--- config.mk ---
export PLATFORM = sky130hd
export DESIGN_NAME = mem_arbiter
export DESIGN_NICKNAME = d
export VERILOG_FILES = /design/src/rtl/mem_arbiter.sv
export SDC_FILE = /design/constraint.sdc
export NUM_CORES = 1
export LEC_CHECK = 0
export ABC_AREA = 1
export ABC_CLOCK_PERIOD_IN_PS = 3840
export CAP_MARGIN = 10
export CORE_MARGIN = 5
export CORE_UTILIZATION = 40
export CTS_BUF_LIST = sky130_fd_sc_hd__clkbuf_16
export DETAILED_ROUTE_END_ITERATION = 8
export PLACE_DENSITY_LB_ADDON = 0.25
export SLEW_MARGIN = 15
export SYNTH_ARGS = -nofsm -noshare
export SYNTH_HDL_FRONTEND = slang
export SYNTH_SLANG_ARGS = --single-unit
--- constraint.sdc ---
create_clock -name clk -period 3.84 [get_ports clk]
set_input_delay 0.96 -clock clk [delete_from_list [all_inputs] [get_ports clk]]
set_output_delay 0.96 -clock clk [all_outputs]
set_load 0.1 [all_outputs]
--- src/rtl/mem_arbiter.sv ---
// Two-port round-robin arbiter in front of a single byte-serial memory controller.
// Port I fetches words, port D loads/stores; a watchdog aborts operations that never complete.
module mem_arbiter #(
  parameter int TIMEOUT = 32,
  parameter bit D_FIRST = 1'b1
) (
  input  logic        clk,
  input  logic        reset,
  input  logic        i_req,
  input  logic [31:0] i_address,
  output logic        i_ack,
  output logic        i_err,
  output logic [31:0] i_read_data,
  input  logic        d_req,
  input  logic [31:0] d_address,
  input  logic [2:0]  d_mode,
  input  logic        d_write_enable,
  input  logic [31:0] d_write_data,
  output logic        d_ack,
  output logic        d_err,
  output logic [31:0] d_read_data,
  output logic        mc_start,
  output logic [31:0] mc_address,
  output logic [2:0]  mc_mode,
  output logic        mc_write_enable,
  output logic [31:0] mc_write_data,
  input  logic        mc_done,
  input  logic [31:0] mc_read_data,
  output logic        busy
);
  typedef enum logic [1:0] {S_IDLE, S_ISSUE, S_WAIT, S_RESP} state_t;

  localparam logic       PORT_I   = 1'b0;
  localparam logic       PORT_D   = 1'b1;
  localparam logic [7:0] CNT_LAST = 8'(TIMEOUT - 1);
  localparam logic [2:0] MODE_LW  = 3'b010;

  state_t      state_q, state_d;
  logic        owner_q, owner_d;
  logic        last_grant_q, last_grant_d;
  logic [7:0]  cnt_q, cnt_d;
  logic        i_ack_q, i_ack_d, i_err_q, i_err_d;
  logic [31:0] i_read_data_q, i_read_data_d;
  logic        d_ack_q, d_ack_d, d_err_q, d_err_d;
  logic [31:0] d_read_data_q, d_read_data_d;
  logic        mc_start_q, mc_start_d;
  logic [31:0] mc_address_q, mc_address_d;
  logic [2:0]  mc_mode_q, mc_mode_d;
  logic        mc_write_enable_q, mc_write_enable_d;
  logic [31:0] mc_write_data_q, mc_write_data_d;
  logic        busy_q, busy_d;
  logic        grant_d;
  logic        d_illegal;

  // Reserved FUNC3 encodings, plus unsigned stores and LWU-style loads.
  assign d_illegal = (d_mode[1:0] == 2'b11) ||
                     ((d_mode == 3'b110) && !d_write_enable) ||
                     (d_mode[2] && d_write_enable);

  always_comb begin
    state_d           = state_q;
    owner_d           = owner_q;
    last_grant_d      = last_grant_q;
    cnt_d             = cnt_q;
    grant_d           = PORT_I;
    i_err_d           = i_err_q;
    i_read_data_d     = i_read_data_q;
    d_err_d           = d_err_q;
    d_read_data_d     = d_read_data_q;
    mc_address_d      = mc_address_q;
    mc_mode_d         = mc_mode_q;
    mc_write_enable_d = mc_write_enable_q;
    mc_write_data_d   = mc_write_data_q;

    case (state_q)
      S_IDLE: begin
        if (i_req || d_req) begin
          grant_d      = d_req && (!i_req || (last_grant_q == PORT_I));
          owner_d      = grant_d;
          last_grant_d = grant_d;
          if (grant_d == PORT_D) begin
            if (d_illegal) begin
              d_err_d       = 1'b1;
              d_read_data_d = 32'h0;
              state_d       = S_RESP;
            end else begin
              mc_address_d      = d_address;
              mc_mode_d         = d_mode;
              mc_write_enable_d = d_write_enable;
              mc_write_data_d   = d_write_data;
              state_d           = S_ISSUE;
            end
          end else begin
            mc_address_d      = i_address;
            mc_mode_d         = MODE_LW;
            mc_write_enable_d = 1'b0;
            mc_write_data_d   = 32'h0;
            state_d           = S_ISSUE;
          end
        end
      end
      S_ISSUE: begin
        cnt_d   = 8'd0;
        state_d = S_WAIT;
      end
      S_WAIT: begin
        cnt_d = cnt_q + 8'd1;
        if (mc_done) begin
          if (owner_q == PORT_D) begin
            d_read_data_d = mc_read_data;
            d_err_d       = 1'b0;
          end else begin
            i_read_data_d = mc_read_data;
            i_err_d       = 1'b0;
          end
          state_d = S_RESP;
        end else if (cnt_q == CNT_LAST) begin
          if (owner_q == PORT_D) begin
            d_read_data_d = 32'h0;
            d_err_d       = 1'b1;
          end else begin
            i_read_data_d = 32'h0;
            i_err_d       = 1'b1;
          end
          state_d = S_RESP;
        end
      end
      S_RESP: state_d = S_IDLE;
      default: state_d = S_IDLE;
    endcase

    // Strobes are registered from the next state so they line up with it.
    mc_start_d = (state_d == S_ISSUE);
    busy_d     = (state_d != S_IDLE);
    i_ack_d    = (state_d == S_RESP) && (owner_d == PORT_I);
    d_ack_d    = (state_d == S_RESP) && (owner_d == PORT_D);
  end

  always_ff @(posedge clk) begin
    if (reset) begin
      state_q           <= S_IDLE;
      owner_q           <= PORT_I;
      last_grant_q      <= D_FIRST ? PORT_I : PORT_D;
      cnt_q             <= 8'd0;
      i_ack_q           <= 1'b0;
      i_err_q           <= 1'b0;
      i_read_data_q     <= 32'h0;
      d_ack_q           <= 1'b0;
      d_err_q           <= 1'b0;
      d_read_data_q     <= 32'h0;
      mc_start_q        <= 1'b0;
      mc_address_q      <= 32'h0;
      mc_mode_q         <= 3'b000;
      mc_write_enable_q <= 1'b0;
      mc_write_data_q   <= 32'h0;
      busy_q            <= 1'b0;
    end else begin
      state_q           <= state_d;
      owner_q           <= owner_d;
      last_grant_q      <= last_grant_d;
      cnt_q             <= cnt_d;
      i_ack_q           <= i_ack_d;
      i_err_q           <= i_err_d;
      i_read_data_q     <= i_read_data_d;
      d_ack_q           <= d_ack_d;
      d_err_q           <= d_err_d;
      d_read_data_q     <= d_read_data_d;
      mc_start_q        <= mc_start_d;
      mc_address_q      <= mc_address_d;
      mc_mode_q         <= mc_mode_d;
      mc_write_enable_q <= mc_write_enable_d;
      mc_write_data_q   <= mc_write_data_d;
      busy_q            <= busy_d;
    end
  end

  assign i_ack           = i_ack_q;
  assign i_err           = i_err_q;
  assign i_read_data     = i_read_data_q;
  assign d_ack           = d_ack_q;
  assign d_err           = d_err_q;
  assign d_read_data     = d_read_data_q;
  assign mc_start        = mc_start_q;
  assign mc_address      = mc_address_q;
  assign mc_mode         = mc_mode_q;
  assign mc_write_enable = mc_write_enable_q;
  assign mc_write_data   = mc_write_data_q;
  assign busy            = busy_q;

endmodule

==> impl_metrics.yaml <==
place:
  dp_cells: 1386
  hpwlAfterDp_mm: 14.6
  portBuffers: 274
  gp_congestion: 0.806
sta:
  timing.final.crit_period_ns: 2.92
  worstMarginPinSlew_ns: 1.11
  maxSlewViolCount: 0
  slew_headroom: 0.259
  setup-tns-final_ns: 0
  hold_viol: 0
  post-route-period-util: 0.761
  rsz0062_at_grt: "no"
  fmax_mhz: 342
  fin_skew_ns: 0.0103
  setup_violations: 0
setup_path:
  max_stage_delay_ns: 1.16
  cp_num_buf_inv: 1
  crit_fanout: 2
  worstSetupPathType: "register to primary output"
  worstPathRequired_ns: 2.88
  path_cells: "clkdlybuf4s50_1"
  arrival_ns: 1.96
  cp_top_family: "buffers and inverters"
  cp-start-kind: "register"
  slowest_stage: "clkdlybuf4s50_1"
  end_kind: "primary output"
global_route:
  antenna_found_initial: 0
  grt_max_degree: 73
  grt_first_pass_wirelength_mm: 31.5
  grt_use_total: 0.215
  gr-total-overflow: 0
  grt_pass1_vias: 5999
pwr:
  max-vdd-ir-drop_uv: 384
  totalPowerFinal_mw: 8.31
  leakagePower_nw: 4.06
  power_density_nw_per_um2: 853
run_status:
  status: "finished, final reports clean"
yosys:
  synth_top_area_share: 0.470
  synth.distinct_cells: 22
  ys_top_cells_by_area: "dfxtp_1 47%, nand2_1 18%, nor2_1 7.6%"
  synth_cells: 943
  synth.avg_cell_area_um2: 6.77
  synth_top_cell_by_area: "dfxtp_1"
  synth_fp_nets: 1084
  ys_seq_area_frac: 0.470
  synth_seq_cells: 150
  syn_area_um2: 6390
  ys.warnings.count: 0
route:
  drtAntennaViolNets: 0
  viasPerCell: 4.62
  dr.pass1.iters: 4
  drtIter0Drc: 401
  wl_per_cell_um: 14.5
  num_vias: 6545
  routed_wl_mm: 20.6
  drc: 0
clocking:
  h-tree-depth: 4
  postCtsSetupRepairBufs: 0
  numCtsBuffers: 17
  cts_tree: "done"
  clk_latency_ns: 0.42
  path_clk_slew_ns: 0.07
  clock_path_buffers: 2
  cts_root_buffer: "clkbuf_16"
  ctsHoldBuffers: 0
  cts.sinks: 150
  cts_resized: 0
job:
  max_cap_violations: 0
die:
  core-area_um2: 15800
  start_util: 0.405
  dieArea_um2: 18600
  fp.dieW_um: 136
  rows: 46
  ioPinCount: 275
  die_h_um: 136
finish:
  diodes: 0
  final_cell_count_no_fill: 1418
  fin_util: 0.617
  fill_cells: 1495
  drive_gt1_frac: 0.0524
  nNetsFinal: 1330
  syn2layout_area_growth_pct: 52.4
worst_hold_path:
  hold_path.class: "register to register"
==> worst paths after layout <==
path	from	end	slack, ns	depth (start not counted)
hold / removal	i_read_data[7]	i_read_data[7]	0.46	2
setup / recovery	mc_write_data[28]	mc_write_data[28]	0.92	1
setup reg to reg	state_q[0]	d_read_data[19]	1.57	10
hold reg to reg	i_read_data[7]	i_read_data[7]	0.46	2
==> cell type report <==
| class | instances | area, um2 | area share |
|---|---|---|---|
| Clock buffer | 17 | 425 | 0.0437 |
| Clock inverter | 15 | 128 | 0.0131 |
| Inverter | 90 | 338 | 0.0347 |
| Multi-Input combinational cell | 645 | 2770 | 0.284 |
| Sequential cell | 150 | 3000 | 0.308 |
| Tap cell | 216 | 270 | 0.0278 |
| Timing Repair Buffer | 285 | 2800 | 0.288 |
==> power breakdown <==
part / leakage, nW / internal (mW) / switching, mW
Combinational: 2.56 / 1.09 / 3.56
Clock: 0.272 / 0.893 / 0.671
Sequential: 1.23 / 1.91 / 0.187
Total: 4.06 / 3.89 / 4.42
==> worst min-delay path, cell delays in order (launching register included) <==
cell and delay [ns]:
dfxtp_1 0.31, nand2_1 0.06, a21oi_1 0.05
==> placed cells by master (no fill, tap or decap) <==
| cell | instances |
|---|---|
| clkinvlp_4 | 1 |
| nand2_2 | 3 |
| buf_4 | 18 |
| dfxtp_1 | 150 |
| ha_1 | 4 |
| buf_2 | 1 |
| a21oi_1 | 78 |
| o21ai_0 | 37 |
| nand4_1 | 27 |
| clkinv_1 | 4 |
| clkbuf_16 | 17 |
| inv_6 | 3 |
| clkinv_4 | 3 |
| nor2_2 | 1 |
| clkinv_2 | 3 |
| nand2_1 | 313 |
| nand3_2 | 2 |
| nand3_1 | 46 |
| o21bai_1 | 1 |
| nor3_1 | 2 |
| inv_8 | 1 |
| inv_1 | 81 |
| bufinv_16 | 1 |
| nor2_1 | 130 |
| inv_2 | 8 |
| clkdlybuf4s50_1 | 266 |
| o21bai_4 | 1 |
==> routing by layer <==
layer,up-vias,global-route usage,part of all wire
met5,-,0,0
li1,3430,-,-
met3,13,0.0918,0.10
met1,2900,0.246,0.40
met4,0,0.0599,0.011
met2,202,0.368,0.49
==> sequential cells by signal, indices dropped and copies added, names as in the netlist <==
register and count:
d_read_data 32, i_read_data 32, mc_address 32, mc_write_data 32, cnt_q 8, mc_mode 3
state_q 2, busy 1, d_ack 1, d_err 1, i_ack 1, i_err 1
last_grant_q 1, mc_start 1, mc_write_enable 1, owner_q 1
==> cells by family after synthesis <==
group                    share of synthesized area
AND/OR/NAND/NOR                              0.332
flip-flops                                   0.470
buffers and inverters                       0.0962
AO/OA/AOI/OAI                               0.0942
adder cells (fa/ha/maj)                    0.00784
==> cells in the mapped netlist <==
cell and instances:
buf_1 3, buf_6 1, clkinv_1 2, nor2_1 130, nand2_1 313, o21bai_1 1, buf_4 6, buf_2 23
nor3_1 2, ha_1 4, dfxtp_1 150, nor2_2 1, nand2_2 3, nand3_2 2, o21bai_4 1, nand3_1 46
inv_1 81, inv_2 7, o21ai_0 37, a21oi_1 78, clkbuf_1 25, nand4_1 27
==> through the flow <==
step           hold WS [ns]  worst slack (ns)  cell area, um2
2_1_floorplan         0.443              1.86            6390
3_3_place_gp          0.448             0.923            9180
3_5_place_dp          0.453             0.884            9180
4_1_cts               0.462             0.885            9740
5_1_grt               0.477             0.876            9740
6_report              0.460             0.916            9740
Power figures use the tool's default switching activity.
